[config.mk]
export PLATFORM = sky130hd
export DESIGN_NAME = core_pc_gen
export DESIGN_NICKNAME = d
export VERILOG_FILES = /design/src/rtl/core_pc_gen.sv
export SDC_FILE = /design/constraint.sdc
export NUM_CORES = 1
export LEC_CHECK = 0
export ABC_AREA = 1
export CORE_MARGIN = 2
export CORE_UTILIZATION = 58
export CTS_CLUSTER_SIZE = 28
export DETAILED_ROUTE_END_ITERATION = 10
export PLACE_DENSITY = 0.92
export SETUP_SLACK_MARGIN = 0.1
export SLEW_MARGIN = 30
export SYNTH_ARGS = -nofsm -noshare
export SYNTH_HDL_FRONTEND = slang
export SYNTH_SLANG_ARGS = --single-unit
[constraint.sdc]
create_clock -name clk -period 3.25 [get_ports clk]
set_input_delay 0.65 -clock clk [delete_from_list [all_inputs] [get_ports clk]]
set_output_delay 0.65 -clock clk [all_outputs]
set_load 0.005 [all_outputs]
[src/rtl/core_pc_gen.sv]
// ---------------------------------------------------------------------------
// core_pc_gen
//
// Purpose:
//   Fetch-stage PC generator for an RV32I pipeline. Owns the architectural
//   fetch PC register and picks the next PC each cycle from one of:
//     - the sequential step (PC+4) when the current fetch is accepted
//     - an EX-stage redirect (taken branch / JAL / JALR / not-taken fix-up)
//     - the trap vector when a redirect target is misaligned
//     - a BTB-predicted target (optional build)
//   Presents the PC to instruction memory through a valid/ready handshake and
//   raises a one-cycle flush toward IF/ID and ID/EX after every redirect.
//
// Configuration macro:
//   CORE_PC_BTB_EN  when defined, adds a direct-mapped branch target buffer
//                   of BTB_DEPTH entries. When undefined there is no
//                   predictor storage and pred_taken is tied low.
//
// Parameters:
//   XLEN          PC / operand width
//   RESET_VECTOR  first fetch address after reset
//   TRAP_VECTOR   fetch address taken when a redirect target is misaligned
//   BTB_DEPTH     number of BTB entries (power of two, >= 2)
//
// Ports:
//   clk            in   rising-edge clock
//   nrst           in   asynchronous active-low reset
//   stall          in   hold the PC (hazard unit)
//   c_take_branch  in   EX: conditional branch resolved taken
//   isjal          in   EX: JAL
//   isjalr         in   EX: JALR
//   c_mispred_nt   in   EX: predicted-taken instruction resolved not-taken
//   idex_pc        in   PC of the instruction in EX
//   imm            in   sign-extended immediate from EX
//   reg_rdata1     in   forwarded rs1 value from EX
//   if_ready       in   instruction memory accepts the PC
//   if_valid       out  PC is a valid fetch request
//   pc             out  current fetch address
//   pred_taken     out  fetch at pc was reached through a BTB prediction
//   flush          out  one-cycle pulse killing IF/ID and ID/EX
//   trap_misalign  out  one-cycle pulse: redirect target was misaligned
//   trap_addr      out  offending target, valid with trap_misalign
// ---------------------------------------------------------------------------
module core_pc_gen #(
    parameter int              XLEN         = 32,
    parameter logic [XLEN-1:0] RESET_VECTOR = 32'h0000_0000,
    parameter logic [XLEN-1:0] TRAP_VECTOR  = 32'h0000_0100,
    parameter int              BTB_DEPTH    = 8
) (
    input  logic            clk,
    input  logic            nrst,
    input  logic            stall,
    input  logic            c_take_branch,
    input  logic            isjal,
    input  logic            isjalr,
    input  logic            c_mispred_nt,
    input  logic [XLEN-1:0] idex_pc,
    input  logic [XLEN-1:0] imm,
    input  logic [XLEN-1:0] reg_rdata1,
    input  logic            if_ready,
    output logic            if_valid,
    output logic [XLEN-1:0] pc,
    output logic            pred_taken,
    output logic            flush,
    output logic            trap_misalign,
    output logic [XLEN-1:0] trap_addr
);

    localparam logic [XLEN-1:0] PC_STEP   = XLEN'(4);
    localparam logic [XLEN-1:0] JALR_MASK = {{(XLEN-1){1'b1}}, 1'b0};

    typedef enum logic [1:0] {
        ST_BOOT   = 2'd0,
        ST_RUN    = 2'd1,
        ST_BUBBLE = 2'd2
    } state_t;

    state_t          state;
    state_t          state_next;

    logic            accept;
    logic            take_br;
    logic            redirect;
    logic            misaligned;
    logic [XLEN-1:0] br_target;
    logic [XLEN-1:0] jalr_target;
    logic [XLEN-1:0] nt_target;
    logic [XLEN-1:0] seq_target;
    logic [XLEN-1:0] redirect_target;
    logic [XLEN-1:0] pc_next;

    logic            btb_hit;
    logic [XLEN-1:0] btb_pred_target;

    // Candidate targets. All additions wrap modulo 2^XLEN; JALR clears bit 0
    // as the ISA requires, so only bit 1 can make a JALR target misaligned.
    assign br_target   = idex_pc + imm;
    assign jalr_target = (reg_rdata1 + imm) & JALR_MASK;
    assign nt_target   = idex_pc + PC_STEP;
    assign seq_target  = pc + PC_STEP;

    assign take_br  = c_take_branch | isjal;
    assign redirect = take_br | isjalr | c_mispred_nt;

    // A fetch only happens in RUN; stall and a busy memory both hold the PC.
    assign if_valid = (state == ST_RUN);
    assign accept   = if_valid & if_ready & ~stall;

    // Redirect source priority: branch/JAL beats JALR beats the not-taken
    // fix-up. The result is only consumed when redirect is high.
    always_comb begin
        redirect_target = nt_target;
        if (take_br) begin
            redirect_target = br_target;
        end else if (isjalr) begin
            redirect_target = jalr_target;
        end else if (c_mispred_nt) begin
            redirect_target = nt_target;
        end
    end

    assign misaligned = (redirect_target[1:0] != 2'b00);

    // Next-state logic. A redirect wins over everything, including BOOT and
    // BUBBLE, and always inserts exactly one bubble before fetching resumes.
    always_comb begin
        state_next = state;
        if (redirect) begin
            state_next = ST_BUBBLE;
        end else begin
            case (state)
                ST_BOOT:   state_next = ST_RUN;
                ST_RUN:    state_next = ST_RUN;
                ST_BUBBLE: state_next = ST_RUN;
                default:   state_next = ST_BOOT;
            endcase
        end
    end

    // Next-PC selection: redirect (or trap vector) first, then the
    // predicted or sequential step on an accepted fetch, otherwise hold.
    always_comb begin
        pc_next = pc;
        if (redirect) begin
            pc_next = misaligned ? TRAP_VECTOR : redirect_target;
        end else if (accept) begin
            pc_next = btb_hit ? btb_pred_target : seq_target;
        end
    end

    // State and PC registers.
    always_ff @(posedge clk or negedge nrst) begin
        if (!nrst) begin
            state <= ST_BOOT;
            pc    <= RESET_VECTOR;
        end else begin
            state <= state_next;
            pc    <= pc_next;
        end
    end

    // Flush and trap pulses are registered so they line up with the cycle in
    // which the redirected PC first sits in the PC register. trap_addr keeps
    // its last value between traps; it is only meaningful with trap_misalign.
    always_ff @(posedge clk or negedge nrst) begin
        if (!nrst) begin
            flush         <= 1'b0;
            trap_misalign <= 1'b0;
            trap_addr     <= '0;
        end else begin
            flush         <= redirect;
            trap_misalign <= redirect & misaligned;
            if (redirect && misaligned) begin
                trap_addr <= redirect_target;
            end
        end
    end

`ifdef CORE_PC_BTB_EN

    localparam int IDX_W = (BTB_DEPTH > 1) ? $clog2(BTB_DEPTH) : 1;
    localparam int TAG_W = XLEN - IDX_W - 2;

    logic [BTB_DEPTH-1:0] btb_valid;
    logic [TAG_W-1:0]     btb_tag    [BTB_DEPTH];
    logic [XLEN-1:0]      btb_target [BTB_DEPTH];

    logic [IDX_W-1:0]     lookup_idx;
    logic [TAG_W-1:0]     lookup_tag;
    logic [IDX_W-1:0]     update_idx;
    logic [TAG_W-1:0]     update_tag;
    logic                 btb_write;
    logic                 btb_clear;

    // Word-aligned PCs never use bits [1:0], so the index starts at bit 2
    // and the tag is everything above the index.
    assign lookup_idx = pc[IDX_W+1:2];
    assign lookup_tag = pc[XLEN-1:IDX_W+2];
    assign update_idx = idex_pc[IDX_W+1:2];
    assign update_tag = idex_pc[XLEN-1:IDX_W+2];

    assign btb_hit         = btb_valid[lookup_idx] && (btb_tag[lookup_idx] == lookup_tag);
    assign btb_pred_target = btb_target[lookup_idx];

    // Only aligned taken targets are learned, so a prediction can never
    // steer fetch to a misaligned address. A taken branch/JAL in the same
    // cycle as a not-taken fix-up takes precedence and refills the entry.
    assign btb_write = take_br & (br_target[1:0] == 2'b00);
    assign btb_clear = c_mispred_nt & ~take_br;

    // Valid bits are the only BTB state that needs resetting; a cleared
    // valid bit makes stale tags and targets harmless. The array is written
    // at the clock edge, so a same-cycle lookup still sees the old entry.
    always_ff @(posedge clk or negedge nrst) begin
        if (!nrst) begin
            btb_valid <= '0;
        end else if (btb_write) begin
            btb_valid[update_idx] <= 1'b1;
        end else if (btb_clear) begin
            btb_valid[update_idx] <= 1'b0;
        end
    end

    // Tag and target storage, no reset required.
    always_ff @(posedge clk) begin
        if (btb_write) begin
            btb_tag[update_idx]    <= update_tag;
            btb_target[update_idx] <= br_target;
        end
    end

    // pred_taken describes the address now in the PC register: set when it
    // was reached through a BTB hit, cleared by any other PC update.
    always_ff @(posedge clk or negedge nrst) begin
        if (!nrst) begin
            pred_taken <= 1'b0;
        end else if (redirect) begin
            pred_taken <= 1'b0;
        end else if (accept) begin
            pred_taken <= btb_hit;
        end
    end

`else

    // No predictor: fetch always steps sequentially and never predicts.
    assign btb_hit         = 1'b0;
    assign btb_pred_target = '0;
    assign pred_taken      = 1'b0;

`endif

endmodule

==> results.yml, run 1 <==
yosys:
  syn-num-nets: 1785
  yosys_register_bits: 67
  yosys_warnings: 0
  synth_edf_count: 0
  syn_area_um2: 9140
  synth.avg_cell_area_um2: 5.66
  syn_inst: 1616
  seq_area_frac_synth: 0.183
  synth_ff_type: "dfrtp_1"
  async_reset_ff_frac: 1.00
  synth.distinct_cells: 45
place:
  preCtsSetupSlack_ns: -0.0463
  port_buffers: 170
  globalplace.congestion: 1.09
  dpl.hpwl_um: 29500
  placed_area_um2: 11300
drt:
  vias: 12100
  drt_wl_total_um: 36700
  drtIter0Drc: 1914
  drc: 0
  viasPerCell: 5.99
  wire_per_inst_um: 18.2
  firstDrtPassIters: 6
  drtAntennaViolNets: 0
critical_path:
  crit_path_max_fanout: 5
  crit_path_top_delay_cell: "clkdlybuf4s50_1"
  critPathRequiredTime_ns: 3.48
  startpoint: "imm[19]"
  timing.rr.start: "pc[8]$_DFFE_PN0P_"
  critical_path.cell_chain: "clkdlybuf4s50_1, ha_1, nand2_1, nor2_1, nand2_1, nor4_1, nand2_1, nand3_1, nand3_1, nand2_1, nand2_1, nand3_1, nand2_1"
  critPathLaunchType: "primary input"
  reg2reg_slack_ns: 0.89
  cpMostUsedCell: "nand2_1"
  slowest_delay_ns: 0.53
  end_kind: "flip-flop"
  cp.arrival_ns: 3.20
  path_class: "in2reg"
pwr:
  p_per_area_nw_per_um2: 364
  max-vdd-ir-drop_mv: 0.263
  cellLeakagePower_nw: 5.91
cts:
  path_clk_slew_ns: 0.07
  clockRootBuffer: "clkbuf_16"
  clkLatencyLatePin_ns: 0.35
  cts_tree: "yes"
  cts_hold_buf: 0
  clock_tree.buffer_depth: 2
  cts_buffers: 9
  cts_setup_buffers: 0
  clock_sinks: 67
  h-tree-depth: 3
global_routing:
  grt_usage: 0.438
  antenna_found_initial: 0
  grt_pass1_vias: 11000
  grt.overflow.total: 0
  grt_max_degree: 68
  grt_pass1_wl_um: 57400
hold_path:
  worst_hold_path_type: "in2async"
die:
  dieArea_um2: 16800
  num_rows: 45
  die_h_um: 130
  initial_core_util: 0.597
  core_um2: 15300
  die_w_um: 130
  io_pins: 172
run_status:
  status: "finished, final reports clean"
sta:
  fin_skew_ns: 0.0170
  fin_ws_ns: 0.280
  setup_viol: 0
  timing.slew.headroom: 0.570
  max_freq_ghz: 0.337
  period_minus_slack_ns: 2.97
  slew_violations: 0
  rsz0062_at_grt: "false"
  min_period_over_period: 0.914
  worstMarginPinSlew_ns: 0.638
  hold_viol: 0
layout:
  fin_util: 0.759
  nets: 1976
  final_cell_mix: "nand2_1, inv_1, nor2_1"
  syn_to_final_growth_pct: 27.1
  final_cell_area_um2: 11600
  nFillCells: 1269
  diodes: 0
  drive_gt1_frac: 0.0546
  mostFrequentLayoutCell: "nand2_1"
flow_run:
  cap_viol_max_count: 0
-- metal layers --
layer	global-route usage	wire length, µm	vias up
li1	-	-	5603
met1	0.577	13600	5317
met2	0.709	16200	1031
met3	0.0669	4690	169
met4	0.208	2220	0
met5	0	0	-
-- per-stage QoR --
stage / hold slack (ns) / power [W] / cells / TNS, ns
4_1_cts: 0.345 / 0.00413 / 2023 / 0
2_1_floorplan: 0.354 / 0.00218 / 1616 / 0
3_3_place_gp: 0.434 / 0.00310 / 2007 / 0
5_1_grt: 0.367 / 0.00443 / 2023 / 0
3_5_place_dp: 0.457 / 0.00314 / 2007 / -0.204
6_report: 0.311 / 0.00423 / 2023 / 0
-- registers in the layout, summed over array words and instances, names as in the netlist --
name / count
trap_misalign: 1
flush: 1
pc: 32
state: 1
trap_addr: 32
-- synthesized netlist by cell type (4+ instances only) --
library cell | instances | share of area
nand4_1 | 23 | 0.016
nor4_1 | 4 | 0.0027
nor3_1 | 35 | 0.019
o21a_1 | 9 | 0.0074
dfrtp_1 | 67 | 0.18
clkbuf_1 | 8 | 0.0033
buf_4 | 5 | 0.0041
a21oi_1 | 117 | 0.064
buf_2 | 11 | 0.0060
nand3b_1 | 8 | 0.0066
o211ai_1 | 4 | 0.0033
nand3_1 | 154 | 0.084
inv_2 | 7 | 0.0029
nand2_1 | 555 | 0.23
inv_1 | 217 | 0.089
o21ai_0 | 39 | 0.021
or2_2 | 7 | 0.0048
xnor2_1 | 16 | 0.015
nor2_4 | 5 | 0.0062
buf_1 | 7 | 0.0029
xor2_1 | 16 | 0.015
a31oi_1 | 8 | 0.0055
o21bai_1 | 13 | 0.011
ha_1 | 63 | 0.086
a22oi_1 | 9 | 0.0074
nor2_1 | 175 | 0.072
-- layout make-up --
| cell class | instances | area (µm²) | share of cell area |
|---|---|---|---|
| Sequential cell | 67 | 1680 | 0.144 |
| Inverter | 224 | 841 | 0.0724 |
| Clock inverter | 7 | 67.6 | 0.00581 |
| Multi-Input combinational cell | 1294 | 6500 | 0.560 |
| Timing Repair Buffer | 211 | 2040 | 0.176 |
| Clock buffer | 9 | 225 | 0.0194 |
| Tap cell | 211 | 264 | 0.0227 |
-- critical path: cells and delay by family --
| family | cells | cell delay, ns |
|---|---|---|
| adders and majority gates | 1 | 0.46 |
| buffers and inverters | 1 | 0.53 |
| and+or+nand+nor | 11 | 1.55 |
-- worst paths after layout --
check,end,depth (start not counted)
worst max-delay path,trap_addr[31]$_DFFE_PN0P_,13
worst min-delay path,trap_addr[14]$_DFFE_PN0P_,2
max in group asynchronous,trap_addr[8]$_DFFE_PN0P_,2
worst min register to register,state[0]$_DFF_PN0_,1
worst max register to register,pc[27]$_DFFE_PN0P_,8
min in group clk,state[0]$_DFF_PN0_,1
-- power breakdown --
group | switching [W] | internal (W)
registers | 0.000185 | 0.00100
clock network | 0.000404 | 0.000593
logic | 0.00116 | 0.000885
total | 0.00175 | 0.00248
-- kinds of logic (layout without fill, tap and decap cells) --
family                   after synthesis  in the layout  synth area share
AND/OR/NAND/NOR                      982            982             0.453
buffers and inverters                255            451             0.108
AO/OA/AOI/OAI                        214            214             0.134
flip-flops                            67             67             0.183
adder cells (fa/ha/maj)               65             65            0.0906
XOR/XNOR                              32             32            0.0307
other                                  1              1          0.000410
-- repair_timing --
action                                  CTS  global route
hold endpoints to repair                  0             0
resized for setup                         0             9
endpoints found under the setup margin    0            10
Power figures use the tool's default switching activity.
==> inputs of run 2 (changes only) <==
- ABC_CLOCK_PERIOD_IN_PS: default -> 3250
==> results of run 2 <==
No change in the layout: final DEF, timing and power equal those of run 1.
==> inputs of run 3 (changes only) <==
- MAX_ROUTING_LAYER: default -> met4
==> run 3 against run 2 <==
Effect of this change: the run now ends with design-rule violations left; critical endpoint is now pc[18]$_DFFE_PN0P_; fmax decreased by 5.1%; critical path depth increased by 2; critical path type unchanged; register-to-register slack about the same.
==> results.yml, run 3 (synthesis results as in run 1) <==
die:
  initial_core_util: 0.597
  io_pins: 172
  die_w_um: 130
  num_rows: 45
  dieArea_um2: 16800
  core_um2: 15300
  die_h_um: 130
cts:
  cts_resized: 0
  cts_buffers: 9
  h-tree-depth: 3
  path_clk_slew_ns: 0.06
  clock_tree.buffer_depth: 2
  cts_tree: "yes"
  cts_setup_buffers: 0
  clkLatencyLatePin_ns: 0.33
  cts_hold_buf: 0
  clock_sinks: 67
  clockRootBuffer: "clkbuf_16"
sta:
  hold_viol: 0
  max_freq_ghz: 0.320
  slew_violations: 0
  rsz0062_at_grt: "false"
  worstMarginPinSlew_ns: 0.569
  period_minus_slack_ns: 3.13
  timing.slew.headroom: 0.616
  min_period_over_period: 0.962
  setup_viol: 0
  fin_skew_ns: 0.00881
  fin_ws_ns: 0.122
critical_path:
  critPathLaunchType: "primary input"
  path_class: "in2reg"
  cp.arrival_ns: 3.34
  r2r_cells: 12
  crit_path_max_fanout: 4
  critPathRequiredTime_ns: 3.46
  end_kind: "flip-flop"
drt:
  drtIter0Drc: 1732
  wire_per_inst_um: 17.9
  drc: 2
  viasPerCell: 5.95
  drtAntennaViolNets: 0
  vias: 12000
  firstDrtPassIters: 11
  drt_wl_total_um: 36200
run_status:
  violations: "design-rule violations"
  status: "finished with violations"
place:
  placed_area_um2: 11300
  globalplace.congestion: 1.12
  dpl.hpwl_um: 29400
  dp_cells: 2003
  preCtsSetupSlack_ns: -0.0124
  port_buffers: 170
flow_run:
  cap_viol_max_count: 0
layout:
  final_cell_mix: "nand2_1, inv_1, nor2_1"
  drive_gt1_frac: 0.0498
  mostFrequentLayoutCell: "nand2_1"
  reg_top3: "pc x32, trap_addr x32"
  fin_util: 0.759
  final_cell_area_um2: 11600
  fin_cells: 2020
  nFillCells: 1278
  syn_to_final_growth_pct: 27.1
  nets: 1972
global_routing:
  grt_pass1_vias: 10800
  grt_max_degree: 68
  antenna_found_initial: 0
  grt_pass1_wl_um: 56200
  grt_usage: 0.442
  grt.overflow.total: 0
pwr:
  netSwitchingFraction: 0.400
  totalPowerFinal_w: 0.00430
  internal-power_w: 0.00258
  clockPowerShare: 0.251
  p_per_area_nw_per_um2: 370
  power_frac_comb: 0.471
  sequentialPowerShare: 0.277
  cellLeakagePower_nw: 5.90
  max-vdd-ir-drop_mv: 0.221
  switchingPower_w: 0.00172
hold_path:
  worst_hold_path_type: "in2async"
==> run 3: cell types whose count changed in the layout (fill, tap and decap cells not counted), moves of 2 or more <==
cell        previous run  this run
nand2_1              550       553
nand2_2                8         5
clkinvlp_4             0         2
clkinv_2               4         1
a21oi_2                2         0
a21oi_1              115       117
buf_4                 38        34
==> run 3: layout make-up <==
cell class / instances / area, µm² / share of cell area
Tap cell: 211 / 264 / 0.0227
Multi-Input combinational cell: 1294 / 6500 / 0.559
Clock buffer: 10 / 239 / 0.0206
Clock inverter: 6 / 88.8 / 0.00764
Timing Repair Buffer: 207 / 2010 / 0.173
Inverter: 224 / 841 / 0.0723
Antenna cell: 1 / 2.50 / 0.000215
Sequential cell: 67 / 1680 / 0.144
==> run 3: power groups by stage <==
| stage | logic [W] | registers (W) | clock network (W) |
|---|---|---|---|
| after floorplan | 0.00103 | 0.00115 | 0 |
| after global placement | 0.00191 | 0.00118 | 0 |
| after detailed placement | 0.00195 | 0.00119 | 0 |
| after CTS | 0.00196 | 0.00118 | 0.00108 |
| after global routing | 0.00220 | 0.00121 | 0.00111 |
| final | 0.00202 | 0.00119 | 0.00108 |
==> run 3: worst paths after layout <==
kind,slack [ns],from,end
worst max-delay path,0.12,imm[1],pc[18]$_DFFE_PN0P_
worst min-delay path,0.33,nrst,trap_addr[15]$_DFFE_PN0P_
worst max register to register,0.88,pc[2]$_DFFE_PN0P_,pc[20]$_DFFE_PN0P_
worst min register to register,0.44,state[0]$_DFF_PN0_,state[0]$_DFF_PN0_
max in group asynchronous,2.60,nrst,trap_addr[23]$_DFFE_PN0P_
min in group clk,0.44,state[0]$_DFF_PN0_,state[0]$_DFF_PN0_
==> run 3: through the flow <==
stage          TNS [ns]  hold slack, ns
2_1_floorplan         0           0.354
3_3_place_gp          0           0.434
3_5_place_dp    -0.0170           0.441
4_1_cts               0           0.355
5_1_grt               0           0.384
6_report              0           0.327
==> run 3: per-layer routing <==
| layer | vias up | global-route usage | share of wire |
|---|---|---|---|
| met3 | 159 | 0.0875 | 0.14 |
| met4 | 0 | 0.186 | 0.049 |
| met2 | 979 | 0.693 | 0.44 |
| met5 | - | - | 0 |
| li1 | 5597 | - | - |
| met1 | 5291 | 0.558 | 0.37 |
==> run 3: worst max-delay path: stages <==
cell and delay, ns:
clkdlybuf4s50_1 0.51, inv_1 0.10, fa_1 0.47, inv_1 0.10
nand4_1 0.09, nand2_1 0.14, nand2_1 0.09, nand2_1 0.13
nand2_1 0.10, nand3_1 0.08, nand2_1 0.05, o21ai_0 0.44
nand2_1 0.20, nand3_1 0.12, a21oi_1 0.06
